--- config.mk ---
export PLATFORM = sky130hd
export DESIGN_NAME = control_sequencer
export DESIGN_NICKNAME = d
export VERILOG_FILES = /design/src/rtl/control_sequencer.sv
export SDC_FILE = /design/constraint.sdc
export NUM_CORES = 1
export LEC_CHECK = 0
export ABC_AREA = 1
export ABC_CLOCK_PERIOD_IN_PS = 1800
export BUFFER_PORTS_ARGS = -buffer_cell sky130_fd_sc_hd__buf_2
export CORE_UTILIZATION = 49
export CTS_BUF_LIST = sky130_fd_sc_hd__clkbuf_8
export DETAILED_ROUTE_END_ITERATION = 16
export GPL_TIMING_DRIVEN = 0
export PLACE_DENSITY = 0.86
export RECOVER_POWER = 50
export SYNTH_ARGS = -nofsm -noshare
export SYNTH_HDL_FRONTEND = slang
export SYNTH_SLANG_ARGS = --single-unit
--- constraint.sdc ---
create_clock -name Clock_i -period 1.8 [get_ports Clock_i]
set_clock_uncertainty 0.05 [all_clocks]
set_input_delay 0.09 -clock Clock_i [delete_from_list [all_inputs] [get_ports Clock_i]]
set_output_delay 0.09 -clock Clock_i [all_outputs]
set_load 0.01 [all_outputs]
--- src/rtl/control_sequencer.sv ---
// Hardwired T0..T6 control unit that drives the DataPath bus, register, memory and ALU strobes.
// Build option ILLEGAL_TRAP_EN: undefined opcodes trap into HALT and raise Illegal_o.
module control_sequencer #(
  parameter int OPW  = 5,
  parameter int CNTW = 16
) (
  input  logic            Clock_i,
  input  logic            Clear_i,
  input  logic            Start_i,
  input  logic [31:0]     IR_i,
  output logic            PCout_o,
  output logic            ZHighout_o,
  output logic            Zlowout_o,
  output logic            MDRout_o,
  output logic            MARin_o,
  output logic            PCin_o,
  output logic            MDRin_o,
  output logic            IRin_o,
  output logic            Yin_o,
  output logic            HIin_o,
  output logic            LOin_o,
  output logic            ZHighIn_o,
  output logic            ZLowIn_o,
  output logic            IncPC_o,
  output logic            Read_o,
  output logic [OPW-1:0]  ALUop_o,
  output logic            Gra_o,
  output logic            Grb_o,
  output logic            Grc_o,
  output logic            Rin_o,
  output logic            Rout_o,
  output logic            Run_o,
  output logic [CNTW-1:0] InstrCount_o,
  output logic            Illegal_o
);

  typedef enum logic [3:0] {
    S_IDLE, S_T0, S_T1, S_T2, S_T3, S_T4, S_T5, S_T6, S_HALT
  } state_e;

  localparam logic [OPW-1:0] OP_ADD  = OPW'(5'b00011);
  localparam logic [OPW-1:0] OP_ROL  = OPW'(5'b01011);
  localparam logic [OPW-1:0] OP_MUL  = OPW'(5'b01111);
  localparam logic [OPW-1:0] OP_DIV  = OPW'(5'b10000);
  localparam logic [OPW-1:0] OP_NOP  = OPW'(5'b11010);
  localparam logic [OPW-1:0] OP_HALT = OPW'(5'b11011);

  state_e          state_q, state_d;
  logic [OPW-1:0]  opcode_q, opcode_d;
  logic [CNTW-1:0] count_q, count_d;
  logic [OPW-1:0]  irOp;
  logic            unusedIrBits;

  assign irOp         = IR_i[31 -: OPW];
  assign unusedIrBits = ^IR_i[31-OPW:0];

  function automatic logic isAlu3(input logic [OPW-1:0] op);
    return (op >= OP_ADD) && (op <= OP_ROL);
  endfunction

  function automatic logic isMulDiv(input logic [OPW-1:0] op);
    return (op == OP_MUL) || (op == OP_DIV);
  endfunction

`ifdef ILLEGAL_TRAP_EN
  logic illegal_q, illegal_d;
  assign Illegal_o = illegal_q;
`else
  assign Illegal_o = 1'b0;
`endif

  // The opcode is captured when leaving T3 so T4..T6 no longer depend on IR_i.
  always_comb begin
    state_d  = state_q;
    opcode_d = opcode_q;
    count_d  = count_q;
`ifdef ILLEGAL_TRAP_EN
    illegal_d = illegal_q;
`endif
    unique case (state_q)
      S_IDLE: if (Start_i) state_d = S_T0;
      S_HALT: begin
        if (Start_i) begin
          state_d = S_T0;
`ifdef ILLEGAL_TRAP_EN
          illegal_d = 1'b0;
`endif
        end
      end
      S_T0: state_d = S_T1;
      S_T1: state_d = S_T2;
      S_T2: state_d = S_T3;
      S_T3: begin
        opcode_d = irOp;
        if (isAlu3(irOp) || isMulDiv(irOp)) begin
          state_d = S_T4;
        end else if (irOp == OP_HALT) begin
          state_d = S_HALT;
          count_d = count_q + CNTW'(1);
        end else if (irOp == OP_NOP) begin
          state_d = S_T0;
          count_d = count_q + CNTW'(1);
        end else begin
`ifdef ILLEGAL_TRAP_EN
          state_d   = S_HALT;
          illegal_d = 1'b1;
`else
          state_d = S_T0;
          count_d = count_q + CNTW'(1);
`endif
        end
      end
      S_T4: state_d = S_T5;
      S_T5: begin
        if (isMulDiv(opcode_q)) begin
          state_d = S_T6;
        end else begin
          state_d = S_T0;
          count_d = count_q + CNTW'(1);
        end
      end
      S_T6: begin
        state_d = S_T0;
        count_d = count_q + CNTW'(1);
      end
      default: state_d = S_IDLE;
    endcase
  end

  always_ff @(posedge Clock_i or negedge Clear_i) begin
    if (!Clear_i) begin
      state_q  <= S_IDLE;
      opcode_q <= '0;
      count_q  <= '0;
`ifdef ILLEGAL_TRAP_EN
      illegal_q <= 1'b0;
`endif
    end else begin
      state_q  <= state_d;
      opcode_q <= opcode_d;
      count_q  <= count_d;
`ifdef ILLEGAL_TRAP_EN
      illegal_q <= illegal_d;
`endif
    end
  end

  assign InstrCount_o = count_q;

  // T3 strobes need the IR word that only arrives on T3 entry, so strobes decode from the state register.
  always_comb begin
    PCout_o    = 1'b0;
    ZHighout_o = 1'b0;
    Zlowout_o  = 1'b0;
    MDRout_o   = 1'b0;
    MARin_o    = 1'b0;
    PCin_o     = 1'b0;
    MDRin_o    = 1'b0;
    IRin_o     = 1'b0;
    Yin_o      = 1'b0;
    HIin_o     = 1'b0;
    LOin_o     = 1'b0;
    ZHighIn_o  = 1'b0;
    ZLowIn_o   = 1'b0;
    IncPC_o    = 1'b0;
    Read_o     = 1'b0;
    ALUop_o    = '0;
    Gra_o      = 1'b0;
    Grb_o      = 1'b0;
    Grc_o      = 1'b0;
    Rin_o      = 1'b0;
    Rout_o     = 1'b0;
    Run_o      = 1'b0;
    unique case (state_q)
      S_T0: begin
        Run_o   = 1'b1;
        PCout_o = 1'b1;
        MARin_o = 1'b1;
        IncPC_o = 1'b1;
      end
      S_T1: begin
        Run_o   = 1'b1;
        Read_o  = 1'b1;
        MDRin_o = 1'b1;
      end
      S_T2: begin
        Run_o    = 1'b1;
        MDRout_o = 1'b1;
        IRin_o   = 1'b1;
      end
      S_T3: begin
        Run_o = 1'b1;
        if (isAlu3(irOp)) begin
          Grb_o  = 1'b1;
          Rout_o = 1'b1;
          Yin_o  = 1'b1;
        end else if (isMulDiv(irOp)) begin
          Gra_o  = 1'b1;
          Rout_o = 1'b1;
          Yin_o  = 1'b1;
        end
      end
      S_T4: begin
        Run_o    = 1'b1;
        Rout_o   = 1'b1;
        ALUop_o  = opcode_q;
        ZLowIn_o = 1'b1;
        if (isMulDiv(opcode_q)) begin
          Grb_o     = 1'b1;
          ZHighIn_o = 1'b1;
        end else begin
          Grc_o = 1'b1;
        end
      end
      S_T5: begin
        Run_o     = 1'b1;
        Zlowout_o = 1'b1;
        if (isMulDiv(opcode_q)) begin
          LOin_o = 1'b1;
        end else begin
          Gra_o = 1'b1;
          Rin_o = 1'b1;
        end
      end
      S_T6: begin
        Run_o      = 1'b1;
        ZHighout_o = 1'b1;
        HIin_o     = 1'b1;
      end
      default: begin
        Run_o = 1'b0;
      end
    endcase
  end

endmodule

==> flow_metrics.env, run 1 <==
export IMPL_outcome="finished, final reports clean"
export IMPL_drive_above_1_share=0.219
export IMPL_tightest_slew_ps=615
export IMPL_cts_buffers=3
export IMPL_nets=356
export IMPL_worst_hold_path_endpoint="opcode_q[0]$_DFFE_PN0P_"
export IMPL_wl_per_cell_microns=11.5
export IMPL_final_min_clock_period_ps=1690
export IMPL_r2r_cells=8
export IMPL_relSlewSlack=0.590
export IMPL_fmax_mhz=590
export IMPL_overflow=0
export IMPL_port_buffers=48
export IMPL_setup_viol=0
export IMPL_endpoint_kind="output pin"
export IMPL_drv_slew=0
export IMPL_synth_flop_cell="dfrtp_1"
export IMPL_cap_violations=0
export IMPL_gp_congestion=0.935
export IMPL_synth_simple_gate_area_share=0.440
export IMPL_critPathMaxFanout=4
export IMPL_clk_latency_ps=280
export IMPL_clockRootBuffer="clkbuf_8"
export IMPL_final_common_cell="nand2_1"
export IMPL_coreArea_sq_um=3390
export IMPL_async_reset_ff_frac=1.00
export IMPL_pwr_density_cell_nw_per_um2=1090
export IMPL_clk_path_buf_depth=2
export IMPL_first_pass_iters=4
export IMPL_critPathRequiredTime_ps=1660
export IMPL_cp_start_kind="register"
export IMPL_multiInputGateArea_sq_um=943
export IMPL_routed_via_density=5.01
export IMPL_peakVddDrop_v=0.000860
export IMPL_worstHoldStart="IR_i[27]"
export IMPL_die_area_sq_um=3820
export IMPL_first_global_vias=1579
export IMPL_htreeDepth=1
export IMPL_ios=78
export IMPL_syn_avg_cell_area_sq_um=6.70
export IMPL_netlist_area_sq_um=1750
export IMPL_vias=1829
export IMPL_grt_pass1_wl_microns=6490
export IMPL_clk_pin_slew_ps=90
export IMPL_antenna_found_initial=0
export IMPL_drtIter0Drc=111
export IMPL_synthXorXnorAreaFrac=0.0350
export IMPL_dieWidth_microns=61.8
export IMPL_fill_cells=318
export IMPL_synth_top_family_by_area="simple AND/OR/NAND/NOR gates"
export IMPL_seqCellArea_sq_um=627
export IMPL_timing_final_crit_share=0.941
export IMPL_hold_viol_final=0
export IMPL_drtAntennaViolNets=0
export IMPL_grt_max_degree=26
export IMPL_grt_setup_unrepaired="false"
export IMPL_cts_tree="built"
export IMPL_whs_path_depth=3
export IMPL_fin_total_pwr_w=0.00233
export IMPL_synth_compound_area_frac=0.0471
export IMPL_syn_instance_count=262
export IMPL_hp_class="in2reg"
export IMPL_start_util=0.518
export IMPL_fin_ws_ps=106
export IMPL_seq_area_frac_synth=0.357
export IMPL_synthMuxAreaShare=0
export IMPL_drc=0
export IMPL_row_count=21
export IMPL_synth_adder_area_share=0.00713
export IMPL_synth_seq_cells=25
export IMPL_die_h_microns=61.8
export IMPL_arrival_ps=1550
export IMPL_synth_warnings=0
export IMPL_static_leakage_power_nw=1.16
export IMPL_area_growth_pct=21.5
export IMPL_wirelength_microns=4220
export IMPL_final_util=0.629
export IMPL_reg2reg_slack_ps=150
export IMPL_dpl_hpwl_microns=3080
export IMPL_antennaDiodeCount=0
export IMPL_clock_sinks=25
export IMPL_pre_cts_ws_ps=166
export IMPL_r2r_start="InstrCount_o[0]$_DFFE_PN0P_"
export IMPL_track_usage=0.229
export IMPL_timing_rr_end="InstrCount_o[14]$_DFFE_PN0P_"
export IMPL_tns_ps=0
export IMPL_ys_types=26
export IMPL_final_cell_mix="85 x nand2_1, 39 x nor2_1, 31 x buf_2"
export IMPL_synth_edf_count=0
export IMPL_critPathKind="reg2out"
cell type report:
cell class / count / area share
buffer: 11 / 0.0405
clock buffer: 3 / 0.0194
clock inverter: 1 / 0.00352
inverter: 30 / 0.0540
multi-input combinational: 197 / 0.443
sequential: 25 / 0.294
tap: 46 / 0.0270
timing repair buffer: 52 / 0.119
layer usage:
| metal | share of wire | routed length, microns | track usage |
|---|---|---|---|
| met1 | 0.45 | 1880 | 0.283 |
| met5 | 0 | 0 | 0 |
| met3 | 0.044 | 186 | 0.0269 |
| met4 | 0.020 | 85 | 0.133 |
| met2 | 0.49 | 2060 | 0.386 |
Yosys cell counts (2+ instances only):
cell | instances | area [sq um]
o21ai_0 | 8 | 40.0
nand2_4 | 4 | 45.0
dfrtp_1 | 25 | 626
buf_4 | 9 | 67.6
xnor2_1 | 3 | 26.3
nand2_2 | 3 | 18.8
nand3_1 | 28 | 140
nor2_4 | 2 | 22.5
nor2_1 | 41 | 154
inv_2 | 4 | 15.0
xor2_1 | 4 | 35.0
nand2_1 | 86 | 323
a21oi_4 | 2 | 32.5
inv_1 | 25 | 93.8
nand4_1 | 7 | 43.8
how the worst max path moves through the flow:
stage | from | end | slack (ps) | cells past startpoint
floorplan | InstrCount_o[0]$_DFFE_PN0P_ | InstrCount_o[8]$_DFFE_PN0P_ | 320 | 7
global placement | InstrCount_o[0]$_DFFE_PN0P_ | InstrCount_o[8]$_DFFE_PN0P_ | 190 | 7
detailed placement | InstrCount_o[0]$_DFFE_PN0P_ | InstrCount_o[8]$_DFFE_PN0P_ | 170 | 7
CTS | state_q[0]$_DFFE_PN0P_ | Rout_o | 4 | 7
global route | opcode_q[0]$_DFFE_PN0P_ | InstrCount_o[9]$_DFFE_PN0P_ | 4 | 9
finish | state_q[0]$_DFFE_PN0P_ | Yin_o | 110 | 7
cell families after synthesis:
family,count (synthesis)
other,1
adders and majority gates,1
DFF,25
AOI/OAI and AO/OA,12
xor gates and xnor gates,7
and+or+nand+nor,175
buffers and inverters,41
registers in the layout, indices dropped and copies added, names as in the netlist:
signal / flops
InstrCount_o: 16
opcode_q: 5
state_q: 4
critical path, cell delays in order, from the launching register on:
cell and delay, ps:
dfrtp_2 460, inv_2 100, nand2_2 80, nor2_4 170
buf_4 150, nand3_1 80, nand2_1 110, buf_2 130
power by group:
| group | internal, W | total [W] | leakage, nW | switching [W] |
|---|---|---|---|---|
| combinational | 0.000441 | 0.00112 | 0.805 | 0.000683 |
| clock | 0.000157 | 0.000347 | 0.0217 | 0.000190 |
| sequential | 0.000694 | 0.000857 | 0.331 | 0.000163 |
stage by stage:
step	instance area, sq um	hold WS (ps)	cells
global placement	2060	55.6	357
finish	2130	3.26	365
global route	2130	20.6	365
floorplan	1760	-256	263
detailed placement	2060	60.2	357
CTS	2120	0.476	362
what timing repair did:
action | 4_1_cts | 5_1_grt
setup endpoints to repair | 7 | 9
setup buffers | 0 | 3
hold buffers | 1 | 0
pin swaps | 0 | 2
gates resized for setup | 1 | 6
cloned | 0 | 0
endpoints found under the hold margin | 25 | 0
(Power assumes the default switching activity.)
==> inputs of run 2 (changes only) <==
ABC_CLOCK_PERIOD_IN_PS = 1900   (was 1800)
CELL_PAD_IN_SITES_DETAIL_PLACEMENT = 0   (was not set)
CELL_PAD_IN_SITES_GLOBAL_PLACEMENT = 1   (was not set)
CORE_UTILIZATION = 33   (was 49)
clock period = 1.9 ns   (was 1.8 ns; I/O delays follow)
==> run 2 against run 1 <==
Effect of this change:
- combinational power down 8%
- count of clock-buffer cells in the layout did not move
- power down 6.2%
- sequential power shrank 5.4%
- sequential share of layout area decreased by 0.069 points
- flip-flop and latch count did not move
- register-to-register slack better by 60 ps
- critical path type unchanged
- highest routed layer unchanged
==> flow_metrics.env, run 2 (synthesis gave the netlist of run 1 again) <==
export IMPL_grt_pass1_wl_microns=6680
export IMPL_drtIter0Drc=93
export IMPL_die_h_microns=74.9
export IMPL_critPathMaxFanout=5
export IMPL_nets=355
export IMPL_cts_tree="built"
export IMPL_outcome="finished, final reports clean"
export IMPL_drv_slew=0
export IMPL_start_util=0.343
export IMPL_hp_class="in2reg"
export IMPL_drive_above_1_share=0.204
export IMPL_clock_sinks=25
export IMPL_worstHoldStart="IR_i[28]"
export IMPL_antenna_found_initial=0
export IMPL_antennaDiodeCount=0
export IMPL_overflow=0
export IMPL_dieWidth_microns=74.9
export IMPL_tns_ps=0
export IMPL_path_cells="inv_2 > nand2_4 > nor2_1 > inv_1 > o21ai_0 > buf_2"
export IMPL_timing_final_crit_share=0.935
export IMPL_r2r_cells=7
export IMPL_clk_pin_slew_ps=100
export IMPL_gp_congestion=0.802
export IMPL_cts_buffers=3
export IMPL_r2r_start="InstrCount_o[0]$_DFFE_PN0P_"
export IMPL_die_area_sq_um=5610
export IMPL_final_cells=388
export IMPL_drtAntennaViolNets=0
export IMPL_cp_start_kind="register"
export IMPL_postLayoutCellArea_sq_um=2140
export IMPL_tightest_slew_ps=645
export IMPL_fin_hold_ws_ps=14.2
export IMPL_dpl_instance_area_sq_um=2090
export IMPL_setup_viol=0
export IMPL_final_cell_mix="86 x nand2_1, 42 x nor2_1, 31 x buf_2"
export IMPL_grt_setup_unrepaired="false"
export IMPL_grt_max_degree=26
export IMPL_reg2reg_slack_ps=210
export IMPL_vias=1750
export IMPL_track_usage=0.155
export IMPL_pwr_density_cell_nw_per_um2=1020
export IMPL_wirelength_microns=4260
export IMPL_relSlewSlack=0.570
export IMPL_critPathKind="reg2out"
export IMPL_routed_via_density=4.51
export IMPL_final_util=0.418
export IMPL_coreArea_sq_um=5110
export IMPL_first_global_vias=1467
export IMPL_htreeDepth=1
export IMPL_clockRootBuffer="clkbuf_8"
export IMPL_worst_hold_path_endpoint="opcode_q[1]$_DFFE_PN0P_"
export IMPL_wl_per_cell_microns=11.0
export IMPL_first_pass_iters=4
export IMPL_cp_slowest_cell="dfrtp_1"
export IMPL_hold_viol_final=0
export IMPL_endpoint_kind="output pin"
export IMPL_final_min_clock_period_ps=1780
export IMPL_timing_rr_end="InstrCount_o[8]$_DFFE_PN0P_"
export IMPL_area_growth_pct=21.8
export IMPL_largest_reg_flops=16
export IMPL_final_common_cell="nand2_1"
export IMPL_ios=78
export IMPL_row_count=26
export IMPL_port_buffers=48
export IMPL_fmax_mhz=563
export IMPL_peakVddDrop_v=0.000596
export IMPL_critPathRequiredTime_ps=1750
export IMPL_drc=0
export IMPL_clk_path_buf_depth=2
export IMPL_arrival_ps=1630
export IMPL_cp_slowest_stage_delay_ps=430
export IMPL_dpl_hpwl_microns=3230
export IMPL_whs_path_depth=3
export IMPL_static_leakage_power_nw=1.15
export IMPL_placed_cells=381
export IMPL_cap_violations=0
export IMPL_clk_latency_ps=270
-- run 2: stage by stage --
step | total power [W] | worst slack [ps]
floorplan | 0.00154 | 418
global placement | 0.00186 | 256
detailed placement | 0.00187 | 243
CTS | 0.00222 | 3.90
global route | 0.00236 | 21.3
finish | 0.00218 | 123
-- run 2: metal layers --
layer,vias up,GRT usage,share of wire
li1,927,-,-
met1,788,0.220,0.50
met2,30,0.245,0.45
met3,5,0.0201,0.033
met4,0,0.0482,0.012
met5,-,0,0
-- run 2: final cells by class --
class | instances | area [sq um]
Buffer | 11 | 87.6
Inverter | 30 | 113
Clock inverter | 1 | 7.51
Clock buffer | 3 | 41.3
Timing Repair Buffer | 51 | 244
Fill cell | 575 | 2970
Tap cell | 70 | 87.6
Multi-Input combinational cell | 197 | 928
Sequential cell | 25 | 627
-- run 2: worst max-delay path, delay by kind of cell (launching register included) --
family / cells / cell delay (ps)
flip-flops: 1 / 430
AND/OR/NAND/NOR: 2 / 430
buffers and inverters: 3 / 340
AO/OA/AOI/OAI: 1 / 160
-- run 2: worst max-delay path by stage --
stage / start / to / slack, ps / depth (start not counted)
6_report: state_q[3]$_DFFE_PN0P_ / Gra_o / 120 / 6
2_1_floorplan: InstrCount_o[0]$_DFFE_PN0P_ / InstrCount_o[8]$_DFFE_PN0P_ / 420 / 7
5_1_grt: state_q[3]$_DFFE_PN0P_ / Gra_o / 20 / 6
4_1_cts: state_q[3]$_DFFE_PN0P_ / Rout_o / 4 / 6
3_3_place_gp: InstrCount_o[0]$_DFFE_PN0P_ / InstrCount_o[8]$_DFFE_PN0P_ / 260 / 7
3_5_place_dp: InstrCount_o[0]$_DFFE_PN0P_ / InstrCount_o[8]$_DFFE_PN0P_ / 240 / 7
-- run 2: report_power, final --
part / internal [W] / switching, W
logic: 0.000411 / 0.000621
registers: 0.000657 / 0.000154
clock network: 0.000149 / 0.000190
total: 0.00122 / 0.000965
-- run 2: timing repair --
action	CTS	global route
endpoints found under the setup margin	0	7
buffers inserted	0	2
hold buffers	1	0
gates resized for setup	0	3
hold endpoints to repair	25	0
==> inputs of run 3 (changes only) <==
==> constraint.sdc (replaced) <==
create_clock -name Clock_i -period 1.9 [get_ports Clock_i]
set_clock_uncertainty 0.05 [all_clocks]
set_input_delay 0.19 -clock Clock_i [delete_from_list [all_inputs] [get_ports Clock_i]]
set_output_delay 0.19 -clock Clock_i [all_outputs]
set_load 0.01 [all_outputs]
==> run 3 against run 2 <==
Effect of this change:
- non-clock buffer count fell by 1
- clock power barely moved
- count of clock-buffer cells in the layout did not move
- critical path type unchanged
- combinational power barely moved
- global-route usage rose by 0.056 points
- power rose by 0.91%
- core utilization rose by 0.29 points
- register-to-register slack barely moved
- die area did not move
- largest power group unchanged
- fmax fell by 0.77%
- largest cell class unchanged
==> flow_metrics.env, run 3 (synthesis gave the netlist of run 1 again) <==
export IMPL_final_util=0.421
export IMPL_coreArea_sq_um=5110
export IMPL_r2r_cells=7
export IMPL_worst_hold_path_endpoint="opcode_q[1]$_DFFE_PN0P_"
export IMPL_drtAntennaViolNets=0
export IMPL_final_cells=387
export IMPL_critPathKind="reg2out"
export IMPL_drive_above_1_share=0.208
export IMPL_overflow=0
export IMPL_r2r_start="InstrCount_o[0]$_DFFE_PN0P_"
export IMPL_tns_ps=0
export IMPL_first_pass_iters=4
export IMPL_dieWidth_microns=74.9
export IMPL_timing_final_crit_share=0.943
export IMPL_relSlewSlack=0.570
export IMPL_clockRootBuffer="clkbuf_8"
export IMPL_cp_slowest_cell="dfrtp_1"
export IMPL_drc=0
export IMPL_cpMostUsedCell="nor2_1"
export IMPL_outcome="finished, final reports clean"
export IMPL_drv_slew=0
export IMPL_fin_hold_ws_ps=109
export IMPL_hp_class="in2reg"
export IMPL_drtIter0Drc=66
export IMPL_comb_power_share=0.478
export IMPL_arrival_ps=1550
export IMPL_startpoint="state_q[3]$_DFFE_PN0P_"
export IMPL_pwr_density_cell_nw_per_um2=1020
export IMPL_endpoint_kind="output pin"
export IMPL_switching_share=0.442
export IMPL_whs_path_depth=3
export IMPL_fmax_mhz=558
export IMPL_reg2reg_slack_ps=220
export IMPL_p_int_w=0.00123
export IMPL_clk_latency_ps=280
export IMPL_dpl_instance_area_sq_um=2090
export IMPL_wirelength_microns=4260
export IMPL_nets=354
export IMPL_htreeDepth=1
export IMPL_vias=1744
export IMPL_timing_rr_end="InstrCount_o[8]$_DFFE_PN0P_"
export IMPL_row_count=26
export IMPL_clk_path_buf_depth=2
export IMPL_tightest_slew_ps=644
export IMPL_path_buf_inv=3
export IMPL_path_cells="inv_2 > nand2_4 > nor2_1 > bufinv_8 > nor2_1 > buf_2"
export IMPL_dpl_hpwl_microns=3230
export IMPL_final_common_cell="nand2_1"
export IMPL_first_global_vias=1474
export IMPL_gp_congestion=0.802
export IMPL_antenna_found_initial=0
export IMPL_critPathMaxFanout=9
export IMPL_track_usage=0.156
export IMPL_clock_sinks=25
export IMPL_setup_viol=0
export IMPL_grt_setup_unrepaired="false"
export IMPL_cap_violations=0
export IMPL_port_buffers=48
export IMPL_peakVddDrop_v=0.000614
export IMPL_power_switching_w=0.000973
export IMPL_grt_pass1_wl_microns=6710
export IMPL_routed_via_density=4.51
export IMPL_fill_cells=572
export IMPL_static_leakage_power_nw=1.16
export IMPL_pwr_share_clk=0.154
export IMPL_clk_pin_slew_ps=90
export IMPL_worstHoldStart="IR_i[28]"
export IMPL_die_area_sq_um=5610
export IMPL_wl_per_cell_microns=11.0
export IMPL_largest_reg_flops=16
export IMPL_antennaDiodeCount=0
export IMPL_cts_tree="built"
export IMPL_cp_start_kind="register"
export IMPL_cts_buffers=3
export IMPL_hold_viol_final=0
export IMPL_grt_max_degree=26
export IMPL_ios=78
export IMPL_critical_path_top_delay_family="buffers and inverters"
export IMPL_area_growth_pct=22.6
export IMPL_power_frac_seq=0.368
export IMPL_placed_cells=381
export IMPL_postLayoutCellArea_sq_um=2150
export IMPL_critPathRequiredTime_ps=1660
export IMPL_final_cell_mix="86 x nand2_1, 41 x nor2_1, 32 x buf_2"
export IMPL_final_min_clock_period_ps=1790
export IMPL_cp_slowest_stage_delay_ps=430
export IMPL_die_h_microns=74.9
export IMPL_start_util=0.343
[run 3: worst reg2reg max path, stage by stage (launching register included)]
cell,delay [ps]
dfrtp_1,500
ha_1,310
inv_1,60
nor2_1,290
nand2_1,120
xnor2_1,130
nand3_1,80
nand2_1,50
[run 3: cell type report]
cell class	instances	area, sq um	share of cell area
Buffer	11	87.6	0.0407
Timing Repair Buffer	50	238	0.111
Multi-Input combinational cell	197	936	0.435
Inverter	30	126	0.0588
Clock buffer	3	41.3	0.0192
Clock inverter	1	7.51	0.00349
Tap cell	70	87.6	0.0407
Sequential cell	25	627	0.291
[run 3: how the worst max path moves through the flow]
stage | to | cells past startpoint
2_1_floorplan | Grc_o | 5
3_3_place_gp | Grc_o | 6
3_5_place_dp | Rout_o | 6
4_1_cts | Rout_o | 7
5_1_grt | Yin_o | 7
6_report | Grc_o | 6
[run 3: power by group through the flow]
stage / clock network, W / registers [W] / logic (W)
2_1_floorplan: 0 / 0.000805 / 0.000734
3_5_place_dp: 0 / 0.000820 / 0.00105
5_1_grt: 0.000366 / 0.000829 / 0.00119
3_3_place_gp: 0 / 0.000815 / 0.00104
4_1_cts: 0.000346 / 0.000810 / 0.00107
6_report: 0.000340 / 0.000811 / 0.00105
[run 3: through the flow]
step	setup WS (ps)	power [W]
2_1_floorplan	371	0.00154
3_3_place_gp	255	0.00186
3_5_place_dp	231	0.00187
4_1_cts	9.99	0.00222
5_1_grt	5.06	0.00238
6_report	109	0.00220
[run 3: repair_timing]
item,4_1_cts,5_1_grt
hold endpoints to repair,25,0
setup endpoints to repair,7,8
setup buffers,1,0
hold buffers,1,0
resized for setup,1,3
pin swaps,1,1
[run 3: layer usage]
| metal | up-vias | GRT usage | part of all wire |
|---|---|---|---|
| met2 | 31 | 0.246 | 0.45 |
| met5 | - | 0 | 0 |
| met3 | 5 | 0.0201 | 0.036 |
| li1 | 924 | - | - |
| met4 | 0 | 0.0482 | 0.012 |
| met1 | 784 | 0.221 | 0.50 |
